## config.mk

```make
export PLATFORM = sky130hd
export DESIGN_NAME = chart_recorder
export DESIGN_NICKNAME = d
export VERILOG_FILES = /design/src/rtl/chart_recorder_pkg.sv /design/src/rtl/chart_recorder_key_edge.sv /design/src/rtl/chart_recorder.sv
export SDC_FILE = /design/constraint.sdc
export NUM_CORES = 1
export LEC_CHECK = 0
export ABC_CLOCK_PERIOD_IN_PS = 5900
export BUFFER_PORTS_ARGS = -buffer_cell sky130_fd_sc_hd__buf_2
export CORE_MARGIN = 2
export CORE_UTILIZATION = 60
export CTS_BUF_LIST = sky130_fd_sc_hd__clkbuf_8
export DETAILED_ROUTE_END_ITERATION = 16
export PLACE_DENSITY = 0.82
export RECOVER_POWER = 25
export SLEW_MARGIN = 25
export SYNTH_ARGS = -nofsm -noshare
export SYNTH_HDL_FRONTEND = slang
export SYNTH_SLANG_ARGS = --single-unit
```

## constraint.sdc

```tcl
create_clock -name clk -period 5.9 [get_ports clk]
set_input_delay 0.295 -clock clk [delete_from_list [all_inputs] [get_ports clk]]
set_output_delay 0.295 -clock clk [all_outputs]
set_load 0.005 [all_outputs]
```

## src/rtl/chart_recorder_pkg.sv

```systemverilog
// Shared definitions for the chart recorder and the playback controller,
// so record and replay rates come from one place.
package chart_recorder_pkg;

  typedef enum logic [1:0] {
    IDLE   = 2'd0,
    RECORD = 2'd1,
    FLUSH  = 2'd2,
    DONE   = 2'd3
  } rec_state_e;

  localparam int DEF_TICK_DIV  = 200000;
  localparam int DEF_ROW_STEPS = 140;
  localparam int LANES         = 4;

endpackage

```

## src/rtl/chart_recorder_key_edge.sv

```systemverilog
// Two-flop synchronizer for one raw lane key plus a one-cycle press pulse.
module key_edge (
  input  logic clk,
  input  logic rst,
  input  logic key,
  output logic pulse
);

  logic sync1_q, sync1_d;
  logic sync2_q, sync2_d;
  logic prev_q, prev_d;

  always_comb begin
    sync1_d = key;
    sync2_d = sync1_q;
    prev_d  = sync2_q;
  end

  always_ff @(posedge clk) begin
    if (rst) begin
      sync1_q <= 1'b0;
      sync2_q <= 1'b0;
      prev_q  <= 1'b0;
    end else begin
      sync1_q <= sync1_d;
      sync2_q <= sync2_d;
      prev_q  <= prev_d;
    end
  end

  // Combinational so a press seen in the row-boundary cycle still lands in that row.
  assign pulse = sync2_q & ~prev_q;

endmodule

```

## src/rtl/chart_recorder.sv

```systemverilog
// Records lane key presses into sequential 4-bit chart rows, one row per
// playback row period, and writes them to the chart RAM.
module chart_recorder
  import chart_recorder_pkg::*;
#(
  parameter int TICK_DIV  = DEF_TICK_DIV,
  parameter int ROW_STEPS = DEF_ROW_STEPS,
  parameter int ADDR_W    = 11,
  parameter int DEPTH     = 2048
) (
  input  logic              clk,
  input  logic              rst,
  input  logic              key0,
  input  logic              key1,
  input  logic              key2,
  input  logic              key3,
  input  logic              rec_start,
  input  logic              rec_stop,
  output logic              busy,
  output logic              full,
  output logic              wr_en,
  output logic [ADDR_W-1:0] wr_addr,
  output logic [LANES-1:0]  wr_data,
  output logic [ADDR_W:0]   rows_written
);

  localparam int TICK_W = (TICK_DIV > 1) ? $clog2(TICK_DIV) : 1;
  localparam int STEP_W = (ROW_STEPS > 1) ? $clog2(ROW_STEPS) : 1;

  logic [LANES-1:0] lane_keys;
  logic [LANES-1:0] lane_pulse;

  assign lane_keys = {key3, key2, key1, key0};

  for (genvar i = 0; i < LANES; i++) begin : g_lane
    key_edge u_edge (
      .clk   (clk),
      .rst   (rst),
      .key   (lane_keys[i]),
      .pulse (lane_pulse[i])
    );
  end

  rec_state_e        state_q, state_d;
  logic [TICK_W-1:0] tick_q, tick_d;
  logic [STEP_W-1:0] step_q, step_d;
  logic [LANES-1:0]  acc_q, acc_d;
  logic              wr_en_q, wr_en_d;
  logic [ADDR_W-1:0] wr_addr_q, wr_addr_d;
  logic [LANES-1:0]  wr_data_q, wr_data_d;
  logic [ADDR_W:0]   rows_q, rows_d;
  logic              full_q, full_d;
  logic              busy_q, busy_d;

  logic             tick_last;
  logic             step_last;
  logic             row_boundary;
  logic             last_addr;
  logic [LANES-1:0] acc_now;

  assign tick_last    = (tick_q == TICK_W'(TICK_DIV - 1));
  assign step_last    = (step_q == STEP_W'(ROW_STEPS - 1));
  assign row_boundary = tick_last && step_last;
  assign last_addr    = (rows_q == (ADDR_W + 1)'(DEPTH - 1));
  assign acc_now      = acc_q | lane_pulse;

  always_comb begin
    state_d   = state_q;
    tick_d    = tick_q;
    step_d    = step_q;
    acc_d     = acc_q;
    wr_en_d   = 1'b0;
    wr_addr_d = wr_addr_q;
    wr_data_d = wr_data_q;
    rows_d    = rows_q;
    full_d    = full_q;

    case (state_q)
      IDLE, DONE: begin
        if (rec_start) begin
          state_d   = RECORD;
          tick_d    = '0;
          step_d    = '0;
          acc_d     = '0;
          wr_addr_d = '0;
          rows_d    = '0;
          full_d    = 1'b0;
        end
      end

      RECORD: begin
        if (tick_last) begin
          tick_d = '0;
          step_d = step_last ? '0 : step_q + 1'b1;
        end else begin
          tick_d = tick_q + 1'b1;
        end
        acc_d = acc_now;

        // The stop row is written at once, so wr_en shows up during FLUSH.
        if (row_boundary || rec_stop) begin
          wr_en_d   = 1'b1;
          wr_data_d = acc_now;
          wr_addr_d = rows_q[ADDR_W-1:0];
          rows_d    = rows_q + 1'b1;
          acc_d     = '0;
          if (last_addr) begin
            state_d = DONE;
            full_d  = 1'b1;
          end else if (row_boundary) begin
            state_d = rec_stop ? DONE : RECORD;
          end else begin
            state_d = FLUSH;
          end
        end
      end

      FLUSH:   state_d = DONE;
      default: state_d = IDLE;
    endcase

    busy_d = (state_d == RECORD) || (state_d == FLUSH);
  end

  always_ff @(posedge clk) begin
    if (rst) begin
      state_q   <= IDLE;
      tick_q    <= '0;
      step_q    <= '0;
      acc_q     <= '0;
      wr_en_q   <= 1'b0;
      wr_addr_q <= '0;
      wr_data_q <= '0;
      rows_q    <= '0;
      full_q    <= 1'b0;
      busy_q    <= 1'b0;
    end else begin
      state_q   <= state_d;
      tick_q    <= tick_d;
      step_q    <= step_d;
      acc_q     <= acc_d;
      wr_en_q   <= wr_en_d;
      wr_addr_q <= wr_addr_d;
      wr_data_q <= wr_data_d;
      rows_q    <= rows_d;
      full_q    <= full_d;
      busy_q    <= busy_d;
    end
  end

  assign busy         = busy_q;
  assign full         = full_q;
  assign wr_en        = wr_en_q;
  assign wr_addr      = wr_addr_q;
  assign wr_data      = wr_data_q;
  assign rows_written = rows_q;

endmodule

```

==> impl_metrics.py, run 1 <==
metrics = {
    "placed_design": {
        "place.gp.congestion": 0.817,
        "io_buffers": 37,
        "hpwl_um": 4000,
        "place_inst": 430,
        "post-place-ws_ns": 3.33,
    },
    "timing": {
        "drv_slew": 0,
        "relSlewSlack": 0.216,
        "setup_ws_ns": 3.27,
        "fmax_ghz": 0.380,
        "fin_crit_ns": 2.63,
        "finalClockSkew_ns": 0.00723,
        "finalSetupViolCount": 0,
        "setup_tns_ns": 0,
        "fin_hold_ws_ns": 0.155,
        "worstMarginPinSlew_ns": 1.18,
        "rsz0062_at_grt": "false",
        "period_share": 0.446,
        "report.final.hold_viol_count": 0,
    },
    "hold_path": {
        "min-delay-start": "key3",
        "hold-path-cell-count": 2,
        "min_path_type": "in2reg",
        "hold_path_end": "g_lane[3].u_edge.sync1_q$_SDFF_PP0_",
    },
    "setup_path": {
        "cp-start-kind": "flip-flop",
        "r2r-end": "tick_q[17]$_SDFFE_PP0P_",
        "required_ns": 6.12,
        "r2r.worst_path.cells": 8,
        "crit_type": "reg2reg",
        "ff2ff_setup_slack_ns": 3.27,
        "arrival_ns": 2.85,
        "crit_fanout": 11,
        "cp-end-kind": "flip-flop",
        "r2r-start": "state_q[0]$_SDFF_PP0_",
    },
    "floorplanning": {
        "die_area_mm2": 0.00579,
        "die_x_um": 76.1,
        "die_h_um": 76.1,
        "core_area_mm2": 0.00507,
        "ios": 38,
        "rows": 26,
        "start_util": 0.615,
    },
    "detailed_routing": {
        "firstDrtPassIters": 4,
        "ant_nets": 0,
        "drtIter0Drc": 101,
        "num_vias": 2416,
        "via_per_inst": 5.42,
        "drc": 0,
        "routedWlPerCell_um": 13.2,
        "routed_wl_um": 5900,
    },
    "pwr": {
        "power_density_mw_per_mm2": 379,
        "p_leak_nw": 1.42,
        "irDropWorstVdd_mv": 0.244,
    },
    "grt": {
        "grt_max_degree": 31,
        "grtUsageMet3": 0.0628,
        "met1_usage": 0.263,
        "gr-usage-all-layers": 0.220,
        "antenna_found_initial": 0,
        "grt_pass1_vias": 2336,
        "gr-max-usage-layer": "met2",
        "grt_pass1_wl_um": 10300,
        "overflow": 0,
        "grt_util_met2": 0.362,
    },
    "synth": {
        "synth_edf_count": 0,
        "seq_area_frac_synth": 0.475,
        "avgSynthCellArea_um2": 9.26,
        "yosysUniqueCellTypes": 48,
        "ys.flop_type": "dfxtp_1",
        "synth.most_common_cell": "dfxtp_1",
        "synth_top_area_frac": 0.475,
        "post-synth-top-area-cell": "dfxtp_1",
        "async_reset_ff_frac": 0,
        "ys_top_cells_by_count": "dfxtp_1 (74), nor2_1 (60), nor2b_1 (22), xor2_1 (22), nand4_1 (17)",
        "synth_area_leaders": "dfxtp_1 (47%), nor2_1 (7.2%), xor2_1 (6.2%)",
        "syn_area_mm2": 0.00312,
        "synthCells": 337,
        "yosys_warnings": 0,
        "synth_seq_cells": 74,
        "syn-num-nets": 350,
    },
    "clocking": {
        "insertion_delay_ns": 0.35,
        "cts.sinks": 74,
        "root_buffer": "clkbuf_8",
        "clk_pin_slew_worst_paths_ns": 0.07,
        "cts_setup_buffers": 0,
        "cts_resized": 0,
        "cts.path.max_buffers": 2,
        "cts_tree": "done",
        "htree_levels": 3,
        "ctsHoldBuffers": 0,
        "numCtsBuffers": 9,
    },
    "layout": {
        "num-fill-cells": 397,
        "layout-drive-gt1-share": 0.157,
        "fin_util": 0.700,
        "antenna_cells": 0,
        "final_net_count": 384,
        "seqCellArea_mm2": 0.00148,
        "multiInputGateArea_mm2": 0.00155,
        "layout.cells.non_filler": 446,
        "area_growth_pct": 14.0,
    },
    "outcome": {
        "outcome": "completed",
    },
    "run": {
        "cap_violations": 0,
    },
}
[layer usage]
layer / vias up / part of all wire / wire length (µm)
met3: 16 / 0.048 / 284
li1: 1236 / - / -
met4: 0 / 0.024 / 144
met1: 1113 / 0.44 / 2570
met5: - / 0 / 0
met2: 51 / 0.49 / 2900
[cells in the final DEF, fill, tap and decap left out, types with 6 or more instances in the layout]
cell type  synthesis  final
nand2_1           10     10
nor3_1             8      8
a22o_1            12     12
xor2_1            22     22
nand3_1           10     10
inv_1              5      6
and3_1             9      9
buf_2              4     33
nor2b_1           22     22
a21oi_1           12     12
xnor2_1            9      9
nor2_1            60     60
nand4_1           17     17
clkbuf_8           0      9
dfxtp_1           74     74
[flip-flops by register name (all words and copies together), names as in the netlist]
name	cells
wr_data	4
busy	1
tick_q	18
g_lane.u_edge.prev_q	4
step_q	8
rows_written	12
full	1
wr_en	1
acc_q	4
g_lane.u_edge.prev_d	4
g_lane.u_edge.sync1_q	4
state_q	2
wr_addr	11
[where the power goes]
group	switching (W)	internal (W)	total, W
logic	0.000229	0.000105	0.000334
clock network	0.000182	0.000281	0.000463
registers	0.0000196	0.000529	0.000549
total	0.000430	0.000916	0.00135
[layout make-up]
type,count,area share
repair buffers,37,0.0507
clock buffers,9,0.0348
clock inverters,7,0.0327
multi-input cells,244,0.435
flip-flops and latches,74,0.417
well taps,70,0.0246
inverters,5,0.00528
[cell families (layout without fill, tap and decap cells)]
| logic type | Yosys count | count (layout) | share of synthesized area |
|---|---|---|---|
| AOI/OAI and AO/OA | 41 | 41 | 0.100 |
| DFF | 74 | 74 | 0.475 |
| muxes | 3 | 3 | 0.0100 |
| buffers and inverters | 19 | 58 | 0.0293 |
| xor gates and xnor gates | 31 | 31 | 0.0870 |
| and+or+nand+nor | 164 | 164 | 0.278 |
| adders and majority gates | 5 | 5 | 0.0201 |
[metrics by stage]
stage | cell area (µm²) | total power [W]
floorplan | 3120 | 0.000825
CTS | 3560 | 0.00136
global route | 3550 | 0.00143
detailed placement | 3320 | 0.000890
global placement | 3320 | 0.000880
finish | 3550 | 0.00135
[worst max-delay path by stage]
stage / start / endpoint / cells after the start
after floorplan: tick_q[0]$_SDFFE_PP0P_ / wr_addr[2]$_SDFFE_PP0P_ / 9
after CTS: state_q[0]$_SDFF_PP0_ / tick_q[5]$_SDFFE_PP0P_ / 7
after global placement: tick_q[0]$_SDFFE_PP0P_ / rows_written[0]$_SDFFE_PP0P_ / 7
final: state_q[0]$_SDFF_PP0_ / tick_q[17]$_SDFFE_PP0P_ / 8
after detailed placement: state_q[0]$_SDFF_PP0_ / tick_q[17]$_SDFFE_PP0P_ / 8
after global routing: state_q[0]$_SDFF_PP0_ / tick_q[17]$_SDFFE_PP0P_ / 7
[critical path: stages (launching register included)]
cell      delay, ns
dfxtp_1        0.39
inv_1          0.07
ha_1           0.40
mux2i_1        0.36
nor4b_1        0.61
nand2b_1       0.23
nor3_1         0.26
xnor2_1        0.14
nor2_1         0.05
Power figures use the tool's default switching activity.
==> run 2: changes to the inputs <==
--- a/config.mk
+++ b/config.mk
@@ -5,7 +5,7 @@
 export SDC_FILE = /design/constraint.sdc
 export NUM_CORES = 1
 export LEC_CHECK = 0
-export ABC_CLOCK_PERIOD_IN_PS = 5900
+export ABC_CLOCK_PERIOD_IN_PS = 2690
 export BUFFER_PORTS_ARGS = -buffer_cell sky130_fd_sc_hd__buf_2
 export CORE_MARGIN = 2
 export CORE_UTILIZATION = 60
==> constraint.sdc (replaced) <==
create_clock -name clk -period 2.69 [get_ports clk]
set_input_delay 0.1345 -clock clk [delete_from_list [all_inputs] [get_ports clk]]
set_output_delay 0.1345 -clock clk [all_outputs]
set_load 0.005 [all_outputs]
==> impl_metrics.py, run 2 (synthesis gave the netlist of run 1 again) <==
metrics = {
    "setup_path": {
        "crit_family": "simple AND/OR/NAND/NOR gates",
        "r2r.worst_path.cells": 7,
        "crit_type": "reg2reg",
        "ff2ff_setup_slack_ns": 0.29,
        "cp-start-kind": "flip-flop",
        "r2r-start": "tick_q[0]$_SDFFE_PP0P_",
        "worstSetupEndpoint": "rows_written[0]$_SDFFE_PP0P_",
        "path_cells": "ha_1 -> nand3_1 -> or4_4 -> or3_4 -> a21oi_4 -> nor2_2 -> mux2_2",
        "cpPeakStageDelay_ns": 0.49,
        "crit_start": "tick_q[0]$_SDFFE_PP0P_",
        "crit_fanout": 13,
        "r2r-end": "rows_written[0]$_SDFFE_PP0P_",
        "arrival_ns": 2.64,
        "cp-end-kind": "flip-flop",
        "required_ns": 2.93,
        "critPathBufInv": 0,
        "worstSetupPathDepth": 7,
        "worst_path_max_delay_cell": "or4_4",
    },
    "layout": {
        "max_flop_register": "tick_q",
        "largest_reg_flops": 18,
        "area_growth_pct": 16.2,
        "final_net_count": 392,
        "layout.cells.non_filler": 454,
        "layout_commonest_cell": "dfxtp_1",
        "fin_util": 0.714,
        "mostFrequentLayoutCells": "dfxtp_1 (74), nor2_1 (60), buf_2 (35)",
        "antenna_cells": 0,
        "layout-drive-gt1-share": 0.172,
    },
    "pwr": {
        "pwr-share-clk": 0.337,
        "p_leak_nw": 1.46,
        "power_density_mw_per_mm2": 835,
        "power_frac_seq": 0.398,
        "combinationalPowerShare": 0.265,
        "internal_power_w": 0.00205,
        "p_switching_w": 0.000973,
        "irDropWorstVdd_mv": 0.707,
        "switching_share": 0.321,
    },
    "floorplanning": {
        "start_util": 0.615,
        "core_area_mm2": 0.00507,
        "die_h_um": 76.1,
        "die_area_mm2": 0.00579,
        "rows": 26,
        "ios": 38,
        "die_x_um": 76.1,
    },
    "timing": {
        "fmax_ghz": 0.417,
        "period_share": 0.891,
        "setup_ws_ns": 0.292,
        "setup_tns_ns": 0,
        "fin_crit_ns": 2.40,
        "finalSetupViolCount": 0,
        "rsz0062_at_grt": "false",
        "finalClockSkew_ns": 0.00460,
        "relSlewSlack": 0.151,
        "report.final.hold_viol_count": 0,
        "worstMarginPinSlew_ns": 1.27,
        "drv_slew": 0,
    },
    "clocking": {
        "numCtsBuffers": 9,
        "cts_setup_buffers": 0,
        "root_buffer": "clkbuf_8",
        "cts_tree": "done",
        "clk_pin_slew_worst_paths_ns": 0.08,
        "cts.sinks": 74,
        "insertion_delay_ns": 0.35,
        "htree_levels": 3,
        "cts.path.max_buffers": 2,
    },
    "placed_design": {
        "place.gp.congestion": 0.849,
        "io_buffers": 37,
        "post-place-ws_ns": 0.380,
        "place_inst": 435,
        "hpwl_um": 4080,
    },
    "detailed_routing": {
        "drtIter0Drc": 76,
        "firstDrtPassIters": 4,
        "num_vias": 2453,
        "ant_nets": 0,
        "routed_wl_um": 6030,
        "drc": 0,
        "via_per_inst": 5.40,
        "routedWlPerCell_um": 13.3,
    },
    "grt": {
        "gr-usage-all-layers": 0.223,
        "overflow": 0,
        "grt_pass1_vias": 2344,
        "grt_pass1_wl_um": 10500,
        "grt_max_degree": 31,
        "antenna_found_initial": 0,
    },
    "hold_path": {
        "min_path_type": "in2reg",
    },
    "outcome": {
        "outcome": "completed",
    },
    "run": {
        "cap_violations": 0,
    },
}
[run 2: cell types whose count changed in the layout (fill, tap and decap cells not counted), sizes merged]
cell,previous run,this run
clkbuf,13,11
clkinvlp,0,2
buf,33,40
clkinv,1,0
dlygate4sd3,0,3
inv,8,7
[run 2: area by class of cell]
cell class | count | area, µm²
multi-input combinational | 244 | 1550
sequential | 74 | 1480
fill | 404 | 1450
timing repair buffer | 45 | 250
clock buffer | 9 | 124
clock inverter | 7 | 118
tap | 70 | 87.6
inverter | 5 | 18.8
[run 2: worst min-delay path by stage]
| stage | start | end | slack [ns] | cells after the start |
|---|---|---|---|---|
| detailed placement | key0 | g_lane[0].u_edge.sync1_q$_SDFF_PP0_ | 0.35 | 2 |
| finish | key1 | g_lane[1].u_edge.sync1_q$_SDFF_PP0_ | 0.06 | 2 |
| floorplan | key0 | g_lane[0].u_edge.sync1_q$_SDFF_PP0_ | 0.26 | 1 |
| global placement | key0 | g_lane[0].u_edge.sync1_q$_SDFF_PP0_ | 0.34 | 2 |
| global route | key1 | g_lane[1].u_edge.sync1_q$_SDFF_PP0_ | 0.05 | 2 |
| CTS | key1 | g_lane[1].u_edge.sync1_q$_SDFF_PP0_ | 0.06 | 2 |
[run 2: repair_timing]
item | 4_1_cts | 5_1_grt
resized for setup | 0 | 0
hold endpoints to repair | 3 | 0
hold buffers | 3 | 0
[run 2: routing by layer]
| metal | GRT usage | wire length [µm] |
|---|---|---|
| met2 | 0.377 | 2890 |
| met4 | 0.116 | 159 |
| met1 | 0.262 | 2690 |
| met5 | 0 | 0 |
| met3 | 0.0592 | 298 |
[run 2: power by group through the flow]
stage / Combinational [W] / Sequential (W) / Clock [W]
floorplan: 0.000586 / 0.00122 / 0
global placement: 0.000758 / 0.00123 / 0
CTS: 0.000793 / 0.00120 / 0.00104
finish: 0.000801 / 0.00121 / 0.00102
global route: 0.000894 / 0.00121 / 0.00108
detailed placement: 0.000782 / 0.00123 / 0
[run 2: worst register-to-register path, cell delays in order (launching register included)]
cell     delay [ns]
dfxtp_1        0.39
ha_1           0.22
nand3_1        0.10
or4_4          0.49
or3_4          0.41
a21oi_4        0.17
nor2_2         0.14
mux2_2         0.37
[run 2: through the flow]
| step | power, W | area, µm² | hold WS (ns) |
|---|---|---|---|
| 2_1_floorplan | 0.00181 | 3120 | 0.263 |
| 5_1_grt | 0.00318 | 3630 | 0.0537 |
| 6_report | 0.00303 | 3630 | 0.0630 |
| 4_1_cts | 0.00304 | 3630 | 0.0553 |
| 3_3_place_gp | 0.00198 | 3360 | 0.342 |
| 3_5_place_dp | 0.00201 | 3360 | 0.351 |
